`src/rtl/j4_io_pkg.sv`:
```
// Shared constants for the j4 IO hub: address map, slot width, status layout and
// the access-type decoder used by the top level.
package j4_io_pkg;

    localparam int unsigned NUM_SLOTS = 4;
    localparam int unsigned SLOT_W    = 2;
    localparam int unsigned TICK_W    = 16;

    localparam logic [15:0] ADDR_PUSH = 16'h1000;
    localparam logic [15:0] ADDR_POP  = 16'h1004;
    localparam logic [15:0] ADDR_STAT = 16'h1008;
    localparam logic [15:0] ADDR_KILL = 16'h100C;
    localparam logic [15:0] ADDR_SLOT = 16'h1010;
    localparam logic [15:0] ADDR_TICK = 16'h1014;

    localparam int unsigned ST_FULL_LSB     = 0;
    localparam int unsigned ST_NONEMPTY_BIT = 4;
    localparam int unsigned ST_OVF_BIT      = 5;

    typedef enum logic [2:0] {
        AccNone,
        AccPush,
        AccPop,
        AccStat,
        AccKill,
        AccSlot,
        AccTick
    } acc_e;

    // Push occupies four consecutive addresses, one per destination mailbox.
    function automatic acc_e acc_decode(input logic [15:0] addr);
        acc_e acc;
        acc = AccNone;
        if (addr[15:SLOT_W] == ADDR_PUSH[15:SLOT_W]) begin
            acc = AccPush;
        end else begin
            case (addr)
                ADDR_POP:  acc = AccPop;
                ADDR_STAT: acc = AccStat;
                ADDR_KILL: acc = AccKill;
                ADDR_SLOT: acc = AccSlot;
                ADDR_TICK: acc = AccTick;
                default:   acc = AccNone;
            endcase
        end
        return acc;
    endfunction

endpackage

```
`src/rtl/j4_mbox_fifo.sv`:
```
// Single inter-slot mailbox: circular buffer with head peek, push/pop and a
// synchronous flush that outranks both.
module j4_mbox_fifo #(
    parameter int unsigned DEPTH = 4,
    parameter int unsigned WIDTH = 16
) (
    input  logic                     i_clk,
    input  logic                     i_rst,
    input  logic                     i_push,
    input  logic                     i_pop,
    input  logic                     i_flush,
    input  logic [WIDTH-1:0]         i_data,
    output logic [WIDTH-1:0]         o_head,
    output logic                     o_full,
    output logic                     o_empty,
    output logic [$clog2(DEPTH):0]   o_count
);

    localparam int unsigned AW = $clog2(DEPTH);
    localparam int unsigned CW = AW + 1;

    logic [AW-1:0]    r_wptr;
    logic [AW-1:0]    r_rptr;
    logic [CW-1:0]    r_count;
    logic [WIDTH-1:0] r_mem [DEPTH];
    logic             w_do_push;
    logic             w_do_pop;

    assign o_full    = (r_count == CW'(DEPTH));
    assign o_empty   = (r_count == '0);
    assign o_count   = r_count;
    assign o_head    = r_mem[r_rptr];
    assign w_do_push = i_push && !o_full && !i_flush;
    assign w_do_pop  = i_pop && !o_empty && !i_flush;

    // Pointers wrap naturally because DEPTH is a power of two.
    always_ff @(posedge i_clk or posedge i_rst) begin
        if (i_rst) begin
            r_wptr  <= '0;
            r_rptr  <= '0;
            r_count <= '0;
        end else if (i_flush) begin
            r_wptr  <= '0;
            r_rptr  <= '0;
            r_count <= '0;
        end else begin
            if (w_do_push) r_wptr <= r_wptr + 1'b1;
            if (w_do_pop)  r_rptr <= r_rptr + 1'b1;
            r_count <= r_count + CW'(w_do_push) - CW'(w_do_pop);
        end
    end

    always_ff @(posedge i_clk) begin
        if (w_do_push) r_mem[r_wptr] <= i_data;
    end

endmodule

```
`src/rtl/j4_io_hub.sv`:
```
// Slot-aware IO responder for the 4-slot barrel core: mailboxes, kill register and,
// when J4_IO_TICKS_EN is defined, a free-running 16-bit tick counter at 0x1014.
module j4_io_hub
    import j4_io_pkg::*;
#(
    parameter int unsigned DEPTH = 4,
    parameter int unsigned WIDTH = 16
) (
    input  logic              clk,
    input  logic              reset,
    input  logic              io_rd,
    input  logic              io_wr,
    input  logic [15:0]       io_addr,
    input  logic [WIDTH-1:0]  io_dout,
    input  logic [SLOT_W-1:0] io_slot,
    output logic [WIDTH-1:0]  io_din,
    output logic [3:0]        kill_slot_rq
);

    localparam int unsigned CW = $clog2(DEPTH) + 1;

    acc_e                 w_acc;
    logic [SLOT_W-1:0]    w_tgt;
    logic [WIDTH-1:0]     w_head [NUM_SLOTS];
    logic [CW-1:0]        w_count [NUM_SLOTS];
    logic [NUM_SLOTS-1:0] w_full;
    logic [NUM_SLOTS-1:0] w_empty;
    logic [NUM_SLOTS-1:0] w_push;
    logic [NUM_SLOTS-1:0] w_pop;
    logic [NUM_SLOTS-1:0] w_ovf_nxt;
    logic                 w_drop;
    logic [WIDTH-1:0]     w_status;
    logic [NUM_SLOTS-1:0] r_ovf;
    logic [NUM_SLOTS-1:0] r_kill;

    assign w_acc        = acc_decode(io_addr);
    assign w_tgt        = io_addr[SLOT_W-1:0];
    assign kill_slot_rq = r_kill;

    for (genvar n = 0; n < NUM_SLOTS; n++) begin : g_mbox
        assign w_push[n] = io_wr && (w_acc == AccPush) && (w_tgt == SLOT_W'(n));
        assign w_pop[n]  = io_rd && (w_acc == AccPop) && (io_slot == SLOT_W'(n));

        j4_mbox_fifo #(
            .DEPTH (DEPTH),
            .WIDTH (WIDTH)
        ) u_fifo (
            .i_clk   (clk),
            .i_rst   (reset),
            .i_push  (w_push[n]),
            .i_pop   (w_pop[n]),
            .i_flush (r_kill[n]),
            .i_data  (io_dout),
            .o_head  (w_head[n]),
            .o_full  (w_full[n]),
            .o_empty (w_empty[n]),
            .o_count (w_count[n])
        );
    end

    // A push into a mailbox being flushed is discarded silently, not counted as overflow.
    assign w_drop = io_wr && (w_acc == AccPush) && w_full[w_tgt] && !r_kill[w_tgt];

    always_comb begin
        w_ovf_nxt = r_ovf;
        if (w_drop) w_ovf_nxt[io_slot] = 1'b1;
        if (io_rd && (w_acc == AccStat)) w_ovf_nxt[io_slot] = 1'b0;
        w_ovf_nxt = w_ovf_nxt & ~r_kill;
    end

    always_ff @(posedge clk or posedge reset) begin
        if (reset) begin
            r_ovf  <= '0;
            r_kill <= '0;
        end else begin
            r_ovf  <= w_ovf_nxt;
            r_kill <= (io_wr && (w_acc == AccKill) && (io_slot == '0)) ? io_dout[3:0] : '0;
        end
    end

`ifdef J4_IO_TICKS_EN
    logic [TICK_W-1:0] r_tick;

    always_ff @(posedge clk or posedge reset) begin
        if (reset) begin
            r_tick <= '0;
        end else if (io_wr && (w_acc == AccTick) && (io_slot == '0)) begin
            r_tick <= io_dout[TICK_W-1:0];
        end else begin
            r_tick <= r_tick + 1'b1;
        end
    end
`endif

    always_comb begin
        w_status                                = '0;
        w_status[ST_FULL_LSB +: NUM_SLOTS]      = w_full;
        w_status[ST_NONEMPTY_BIT]               = (w_count[io_slot] != '0);
        w_status[ST_OVF_BIT]                    = r_ovf[io_slot];
    end

    // Read data is decoded from address and slot alone; io_rd only gates side effects.
    always_comb begin
        io_din = '0;
        unique case (w_acc)
            AccPop:  if (!w_empty[io_slot]) io_din = w_head[io_slot];
            AccStat: io_din = w_status;
            AccSlot: io_din[SLOT_W-1:0] = io_slot;
`ifdef J4_IO_TICKS_EN
            AccTick: io_din = WIDTH'(r_tick);
`endif
            default: io_din = '0;
        endcase
    end

endmodule

```
`config.mk`:
```
export PLATFORM = sky130hd
export DESIGN_NAME = j4_io_hub
export DESIGN_NICKNAME = d
export VERILOG_FILES = /design/src/rtl/j4_io_pkg.sv /design/src/rtl/j4_mbox_fifo.sv /design/src/rtl/j4_io_hub.sv
export SDC_FILE = /design/constraint.sdc
export NUM_CORES = 1
export LEC_CHECK = 0
export CAP_MARGIN = 0
export CORE_ASPECT_RATIO = 1.25
export CORE_MARGIN = 2
export CORE_UTILIZATION = 57
export CTS_CLUSTER_DIAMETER = 40
export DETAILED_ROUTE_END_ITERATION = 10
export GPL_ROUTABILITY_DRIVEN = 0
export HOLD_SLACK_MARGIN = 0.05
export PLACE_DENSITY = 0.76
export SYNTH_ARGS = -nofsm -noshare
export SYNTH_HDL_FRONTEND = slang
export SYNTH_SLANG_ARGS = --single-unit
```
`constraint.sdc`:
```
create_clock -name clk -period 3 [get_ports clk]
set_input_delay 0.6 -clock clk [delete_from_list [all_inputs] [get_ports clk]]
set_output_delay 0.6 -clock clk [all_outputs]
set_load 0.02 [all_outputs]
```
# --- Yosys cells after proc, flatten, opt, wreduce, memory -nomap -nowiden ---
# Memories as Yosys holds them, arrays and structs flattened.
# Cells that the tools add are included.
classes:
  add_sub_neg: 16
  mul: 0
  n_div: 0
  n_lt_le_gt_ge: 4
  n_eq_ne: 21
  shifts: 0
  mux: 52
  bitwise: 6
  n_reduce_logical: 60
ops:
  columns: ["cell", "count"]
  rows:
  - ["$eq A16 B13 Y1 const B", 5]
  - ["$mux W16", 3]
  - ["$bmux W16 S2", 1]
  - ["$logic_and A1 B1 Y1", 32]
  - ["$mux W2", 16]
  - ["$pmux W14 S2", 1]
  - ["$mux W3", 7]
  - ["$eq A3 B3 Y1 const B", 6]
  - ["$add A2 B1 Y2 const B", 8]
  - ["$reduce_bool A2 Y1", 8]
  - ["$pmux W3 S5", 1]
  - ["$eq A14 B11 Y1 const B", 1]
  - ["$logic_not A1 Y1", 13]
  - ["$mux W1", 13]
  - ["$add A3 B1 Y3", 4]
  - ["$logic_not A3 Y1", 4]
  - ["$mux W4", 3]
  - ["$sub A3 B1 Y3", 4]
  - ["$and A4 B4 Y4", 2]
  - ["$bmux W1 S2", 4]
  - ["$eq A2 B2 Y1 const B", 4]
  - ["$not A4 Y4", 2]
  - ["$bmux W3 S2", 1]
  - ["$eq A3 B2 Y1 const B", 2]
  - ["11 further kinds", 14]
totals:
  ff_bits: 36
  latchBits: 0
  ram_bits: 256
  romBits: 0
  in_bits: 38
  out_inout_bits: 20
  wordCells: 177
  mem_count: 4
memory_table:
  columns: ["name", "depth", "width", "rd", "rd_ports_with_merged_regs", "wr", "line", "source"]
  rows:
  - ["g_mbox[0].u_fifo.r_mem", 4, 16, 1, 0, 1, "j4_mbox_fifo.sv:25", "logic [WIDTH-1:0] r_mem [DEPTH];"]
  - ["g_mbox[1].u_fifo.r_mem", 4, 16, 1, 0, 1, "j4_mbox_fifo.sv:25", null]
  - ["g_mbox[2].u_fifo.r_mem", 4, 16, 1, 0, 1, "j4_mbox_fifo.sv:25", null]
  - ["g_mbox[3].u_fifo.r_mem", 4, 16, 1, 0, 1, "j4_mbox_fifo.sv:25", null]

# --- Longest topological paths before layout ---
depth:
  ltp_word: 11
  depth_mapped: 14
  depth_no_buf: 13

# --- Modules after synthesis ---
# A second synthesis with hierarchy kept.
unflattened:
  hier_cells: 656
  hier_area_um2: 12532.0
modules_own_cells:
  columns: ["mod", "n_inst", "cells_per_inst", "area_each_um2", "seq_area_each_um2"]
  rows:
  - ["j4_mbox_fifo", 4, 132, 2816.5, 2097.0]
  - ["j4_io_hub", 1, 128, 1266.2, 200.2]

# --- Worst setup path before layout ---
# OpenSTA, ideal clock, no wires.
synth_path:
  kind: "input-to-reg"
  startpoint: "input port io_addr[11]"
  endpoint: "register g_mbox[2].u_fifo.r_count[2]"
  setup_time_ns: 0.136
  arrival_time_ns: 3.177
  required_time_ns: 2.864
  setup_slack_ns: -0.313
  cell_stages: 13
  n_path_buf: 0
  cell_sequence: "or4b_4 > or2_4 > nor4_4 > nand2_1 > nor2_1 > ha_1 > inv_1 > ha_1 > inv_1 > fa_1 > xor2_1 > xnor2_1 > nor2_1"
synth_between:
  elab_chain_cells: 11
  word_cells_on_any_way: 21
  cone_classes: "2 x add/sub; 8 x eq/ne; 3 x mux; 8 x reduce/logical"
synth_lines:
  columns: ["element", "line", "source"]
  rows:
  - ["start: declaration", "j4_io_hub.sv:13", "input logic [15:0] io_addr,"]
  - ["$eq A16 B13 Y1", "j4_io_pkg.sv:37", "case (addr)"]
  - ["$pmux W3 S5", "j4_io_pkg.sv:37", null]
  - ["$mux W3 (*)", "j4_io_pkg.sv:34", "if (addr[15:SLOT_W] == ADDR_PUSH[15:SLOT_W]) begin"]
  - ["$eq A3 B1 Y1", "j4_io_hub.sv:41", "assign w_push[n] = io_wr && (w_acc == AccPush) && (w_tgt == SLOT_W'(n));"]
  - ["$logic_and A1 B1 Y1 (2 in series)", "j4_io_hub.sv:41", null]
  - ["$logic_and A1 B1 Y1 (2 in series)", "j4_mbox_fifo.sv:33", "assign w_do_push = i_push && !o_full && !i_flush;"]
  - ["$add A3 B1 Y3", "j4_mbox_fifo.sv:49", "r_count <= r_count + CW'(w_do_push) - CW'(w_do_pop);"]
  - ["$sub A3 B1 Y3 (*)", "j4_mbox_fifo.sv:49", null]
  - ["$mux W3 (*)", "j4_mbox_fifo.sv:42", "end else if (i_flush) begin"]
  - ["end signal: assignment", "j4_mbox_fifo.sv:49", null]
  - ["end: declaration", "j4_mbox_fifo.sv:24", "logic [CW-1:0] r_count;"]
# Every way passes the cells marked *; elsewhere a longest branch is shown, timed or not.
# A chain may end at the register's enable or synchronous reset.

# --- Final worst setup path ---
layout_path:
  startpoint: "input port io_addr[13]"
  endpoint: "output port io_din[8]"
layout_between:
  elab_chain_cells: 5
  word_cells_on_any_way: 11
  cone_classes: "8 x eq/ne; 3 x mux"
layout_lines:
  columns: ["element", "line", "source"]
  rows:
  - ["$eq A16 B13 Y1", "j4_io_pkg.sv:37", null]
  - ["$pmux W3 S5", "j4_io_pkg.sv:37", null]
  - ["$mux W3 (*)", "j4_io_pkg.sv:34", null]
  - ["$eq A3 B2 Y1", "j4_io_hub.sv:105", "unique case (w_acc)"]
  - ["$pmux W14 S2 (*)", "j4_io_hub.sv:105", null]
  - ["end: declaration", "j4_io_hub.sv:16", "output logic [WIDTH-1:0] io_din,"]
# Marks and branches as above.

==> results_tabular.tex <==
\begin{tabular}{lr}
\hline
Metric & Value \\
\hline
\multicolumn{2}{l}{\textbf{Global routing}} \\
\quad Initial antenna violation count & 0 \\
\quad Fraction of met2 tracks used by global routing & 50.66\% \\
\quad All-Layer GR Usage & 29.08\% \\
\quad Busiest layer in global routing & met2 \\
\quad Via count of the first global-routing pass & 7833 \\
\quad Largest net degree at the start of global routing & 37 \\
\quad Wire length of the first global-routing pass & 47990 um \\
\quad Met1 Use GR & 35.66\% \\
\quad Overall overflow remaining after global route & 0 \\
\quad Met3 capacity usage during global routing & 4.972\% \\
\multicolumn{2}{l}{\textbf{Timing}} \\
\quad Hold Worst Slack & 0.4595 ns \\
\quad Largest clock skew in the final design & 0.02411 ns \\
\quad Achievable clock frequency & 313.2 MHz \\
\quad Slew HR & 33.66\% \\
\quad Setup repair after global routing missed its margin & yes \\
\quad Hold violation count in the final report & 0 \\
\quad Finish-stage setup viols & 20 \\
\quad Post-route fraction of the period consumed by the critical path & 106.4\% \\
\quad Actual slew at the worst max-slew pin & 0.9929 ns \\
\quad Final setup margin & -0.1934 ns \\
\quad Post-route minimum period & 3.193 ns \\
\quad Final Max Tran Viols & 0 \\
\quad Setup TNS & -2.545 ns \\
\multicolumn{2}{l}{\textbf{Critical path}} \\
\quad R2r worst-path depth & 10 \\
\quad Category of the most critical setup path & in -> out \\
\quad R2r startpoint & g\_mbox[1].u\_fifo.o\_count[1] \\
\quad Setup slack of the worst register-to-register path & 0.33 ns \\
\quad Worst EP arrival & 2.59 ns \\
\quad Crit Reg-Reg Endpoint & g\_mbox[1].u\_fifo.o\_count[2] \\
\quad CP startpoint kind & input port \\
\quad CP endpoint kind & output pin \\
\quad Largest fanout of any net on the critical path & 5 \\
\quad Data required time of the worst path & 2.40 ns \\
\multicolumn{2}{l}{\textbf{Cells and area}} \\
\quad Number of fill cells & 1176 \\
\quad Layout overhead on the synthesized area & 28.47\% \\
\quad Final Util & 74.15\% \\
\quad Number of nets in the final layout & 917 \\
\quad Share of layout cells above drive strength 1 & 41.08\% \\
\quad Number of antenna repair diodes & 0 \\
\multicolumn{2}{l}{\textbf{Die}} \\
\quad Area of the die & 22940 um2 \\
\quad Cell Rows & 60 \\
\quad Number of ports placed on the die boundary & 58 \\
\quad Vertical die dimension & 168.9 um \\
\quad Effective utilization at floorplan & 57.72\% \\
\quad Die boundary width & 135.9 um \\
\quad Core Region & 21470 um2 \\
\multicolumn{2}{l}{\textbf{Synth}} \\
\quad Share of cell area taken by muxes after synthesis & 14.22\% \\
\quad Sequential share of the synthesized area & 69.31\% \\
\quad Largest family of logic cells by synthesized area & multiplexers \\
\quad Asr flop ratio synth & 12.33\% \\
\quad Area share of the largest cell type after synthesis & 62.04\% \\
\quad Simple-gate share of the synthesized area & 7.290\% \\
\quad Number of register bits inferred by synthesis & 292 \\
\quad Count of warnings emitted by yosys & 0 \\
\quad Top\_reg\_cell synth & sky130\_fd\_sc\_hd\_\_edfxtp\_1 \\
\quad Synth Area in Compound Gates & 2.534\% \\
\quad Cell types occupying the most area after synthesis & sky130\_fd\_sc\_hd\_\_edfxtp\_1, sky130\_fd\_sc\_hd\_\_mux4\_2, sky130\_fd\_sc\_hd\_\_dfrtp\_1, sky130\_fd\_sc\_hd\_\_ha\_1, sky130\_fd\_sc\_hd\_\_nor2\_1 \\
\quad Number of different library cells in the post-synthesis netlist & 55 \\
\quad Cell type contributing the most total cell area after synthesis & sky130\_fd\_sc\_hd\_\_edfxtp\_1 \\
\quad Post-synth EDFFs & 256 \\
\quad Post-synthesis area per instance & 18.61 um2 \\
\quad Synthesized instance count & 666 \\
\quad Post-Synth XOR/XNOR Area & 1.343\% \\
\quad Post-synthesis instance area & 12390 um2 \\
\quad Adder and majority cell fraction of the synthesized area & 3.069\% \\
\quad Total nets after synthesis & 732 \\
\multicolumn{2}{l}{\textbf{Drt}} \\
\quad DR WL/cell & 28.14 um \\
\quad Remaining antenna violation count & 0 \\
\quad Detailed-route via count & 7241 \\
\quad DRC violations left & 0 \\
\quad Initial DRC Count & 763 \\
\quad First-pass detailed-route iteration total & 5 \\
\quad Routed Wire Length & 32450 um \\
\quad Number of vias per cell after detailed routing & 6.280 \\
\multicolumn{2}{l}{\textbf{Clock tree}} \\
\quad TritonCTS sink count & 292 \\
\quad Clock Latency Late Sink & 0.56 ns \\
\quad Reg clk slew, reported paths & 0.06 ns \\
\quad Clock Tree Root & sky130\_fd\_sc\_hd\_\_clkbuf\_16 \\
\quad Clock tree buffer depth & 3 \\
\quad Max H-tree Level & 1 \\
\quad TritonCTS clock tree & built \\
\quad Number of CTS-inserted buffers & 30 \\
\multicolumn{2}{l}{\textbf{Pwr}} \\
\quad Total power after layout & 8.400 mW \\
\quad Static leakage power & 5.643 nW \\
\quad Pwr Density & 527.6 nW/um2 \\
\quad Maximum vdd drop & 0.7108 mV \\
\multicolumn{2}{l}{\textbf{Min path}} \\
\quad Hold/Removal Path Class & in -> async \\
\multicolumn{2}{l}{\textbf{Outcome}} \\
\quad Failing checks & setup timing \\
\quad Result of the run & finished with violations \\
\multicolumn{2}{l}{\textbf{Place}} \\
\quad Input/output buffers & 57 \\
\quad Placed wire-length estimate after detailed placement & 17840 um \\
\quad Worst slack at placement & -0.9156 ns \\
\multicolumn{2}{l}{\textbf{Flow run}} \\
\quad Max Cap Viol & 0 \\
\hline
\end{tabular}
logic make-up (layout without fill, tap and decap cells):
logic type               after synthesis  in the layout
flip-flops                           292            292
AO/OA/AOI/OAI                         36             36
XOR/XNOR                              19             19
buffers and inverters                 64            272
AND/OR/NAND/NOR                      146            146
multiplexers                          81             81
adder cells (fa/ha/maj)               28             28
worst max-delay path by stage:
stage / from / endpoint / slack [ns]
6_report: io_addr[13] / io_din[8] / -0.19
3_3_place_gp: io_addr[13] / io_din[4] / -0.86
3_5_place_dp: io_addr[13] / io_din[4] / -0.92
2_1_floorplan: io_addr[13] / g_mbox[2].u_fifo.o_count[2] / -0.19
5_1_grt: io_addr[13] / g_mbox[0].u_fifo.o_count[2] / -0.25
4_1_cts: g_mbox[2].u_fifo.r_rptr[0] / io_din[7] / -0.20
critical path, stage by stage:
cell                      delay (ns)
sky130_fd_sc_hd__buf_6          0.09
sky130_fd_sc_hd__or4b_4         0.55
sky130_fd_sc_hd__or2_4          0.27
sky130_fd_sc_hd__buf_6          0.13
sky130_fd_sc_hd__nor3_4         0.21
sky130_fd_sc_hd__nand3_4        0.16
sky130_fd_sc_hd__buf_4          0.21
sky130_fd_sc_hd__and2b_2        0.24
sky130_fd_sc_hd__buf_6          0.12
Yosys cell counts, drive strengths merged (5+ instances only):
| cell | n |
|---|---|
| a22o | 11 |
| and2 | 18 |
| and2b | 5 |
| buf | 19 |
| clkbuf | 18 |
| dfrtp | 36 |
| edfxtp | 256 |
| ha | 24 |
| inv | 27 |
| mux2i | 5 |
| mux4 | 76 |
| nand2 | 10 |
| nand3 | 8 |
| nand4 | 6 |
| nor2 | 39 |
| nor2b | 15 |
| nor3 | 18 |
| nor4 | 6 |
| xnor2 | 9 |
| xor2 | 10 |
layout make-up:
class / count / area [um2] / share of cell area [%]
clock buffers: 34 / 765.7 / 4.810
flip-flops and latches: 292 / 8592 / 53.97
inverters: 27 / 103.9 / 0.6523
well taps: 279 / 349.1 / 2.193
clock inverters: 21 / 225.2 / 1.415
multi-input cells: 310 / 3839 / 24.11
repair buffers: 190 / 2046 / 12.85
layout by cell type (no fill, tap or decap), types with 6 or more instances in the layout:
cell	Yosys	layout
sky130_fd_sc_hd__nor2b_1	15	8
sky130_fd_sc_hd__nand2_1	10	6
sky130_fd_sc_hd__clkdlybuf4s50_1	0	28
sky130_fd_sc_hd__ha_1	24	19
sky130_fd_sc_hd__buf_6	1	32
sky130_fd_sc_hd__nor3_1	12	9
sky130_fd_sc_hd__xnor2_1	9	9
sky130_fd_sc_hd__edfxtp_1	256	256
sky130_fd_sc_hd__mux4_2	76	76
sky130_fd_sc_hd__nand3_1	7	6
sky130_fd_sc_hd__buf_12	0	29
sky130_fd_sc_hd__and2_1	18	18
sky130_fd_sc_hd__nand4_1	6	6
sky130_fd_sc_hd__inv_1	27	22
sky130_fd_sc_hd__clkbuf_16	0	30
sky130_fd_sc_hd__xor2_1	10	8
sky130_fd_sc_hd__nor2_1	39	27
sky130_fd_sc_hd__a22o_1	11	11
sky130_fd_sc_hd__nor2_2	0	8
sky130_fd_sc_hd__buf_4	4	86
sky130_fd_sc_hd__dlygate4sd2_1	0	7
sky130_fd_sc_hd__dfrtp_1	36	33
registers in the layout (all words and copies together), names as in the netlist:
register               flops
g_mbox.u_fifo.r_mem      256
g_mbox.u_fifo.o_count     12
g_mbox.u_fifo.r_rptr       8
kill_slot_rq               4
r_ovf                      4
g_mbox.u_fifo.r_wptr       8
where the power goes:
group          total (mW)  switching [mW]  internal, mW
Sequential           4.42         0.00263          4.42
Combinational       0.267           0.154         0.113
Clock                3.71            1.59          2.12
Total                8.40            1.74          6.66
timing repair:
item	4_1_cts	5_1_grt
setup endpoints to repair	21	27
resized for setup	186	42
setup buffers	38	9
pin swaps	42	36
hold buffers	0	0
gates cloned	3	0
layer usage:
| layer | part of all wire, % | wire, um |
|---|---|---|
| met5 | 0 | 0 |
| met2 | 53 | 17200 |
| met4 | 4.9 | 1598 |
| met1 | 35 | 11250 |
| met3 | 7.4 | 2400 |
per-stage QoR:
| step | instance area, um2 | cells |
|---|---|---|
| 2_1_floorplan | 12400 | 666 |
| 3_3_place_gp | 14100 | 1053 |
| 3_5_place_dp | 14100 | 1053 |
| 4_1_cts | 15750 | 1149 |
| 5_1_grt | 15920 | 1153 |
| 6_report | 15920 | 1153 |
Note: power is estimated with default switching activity, not from simulation.
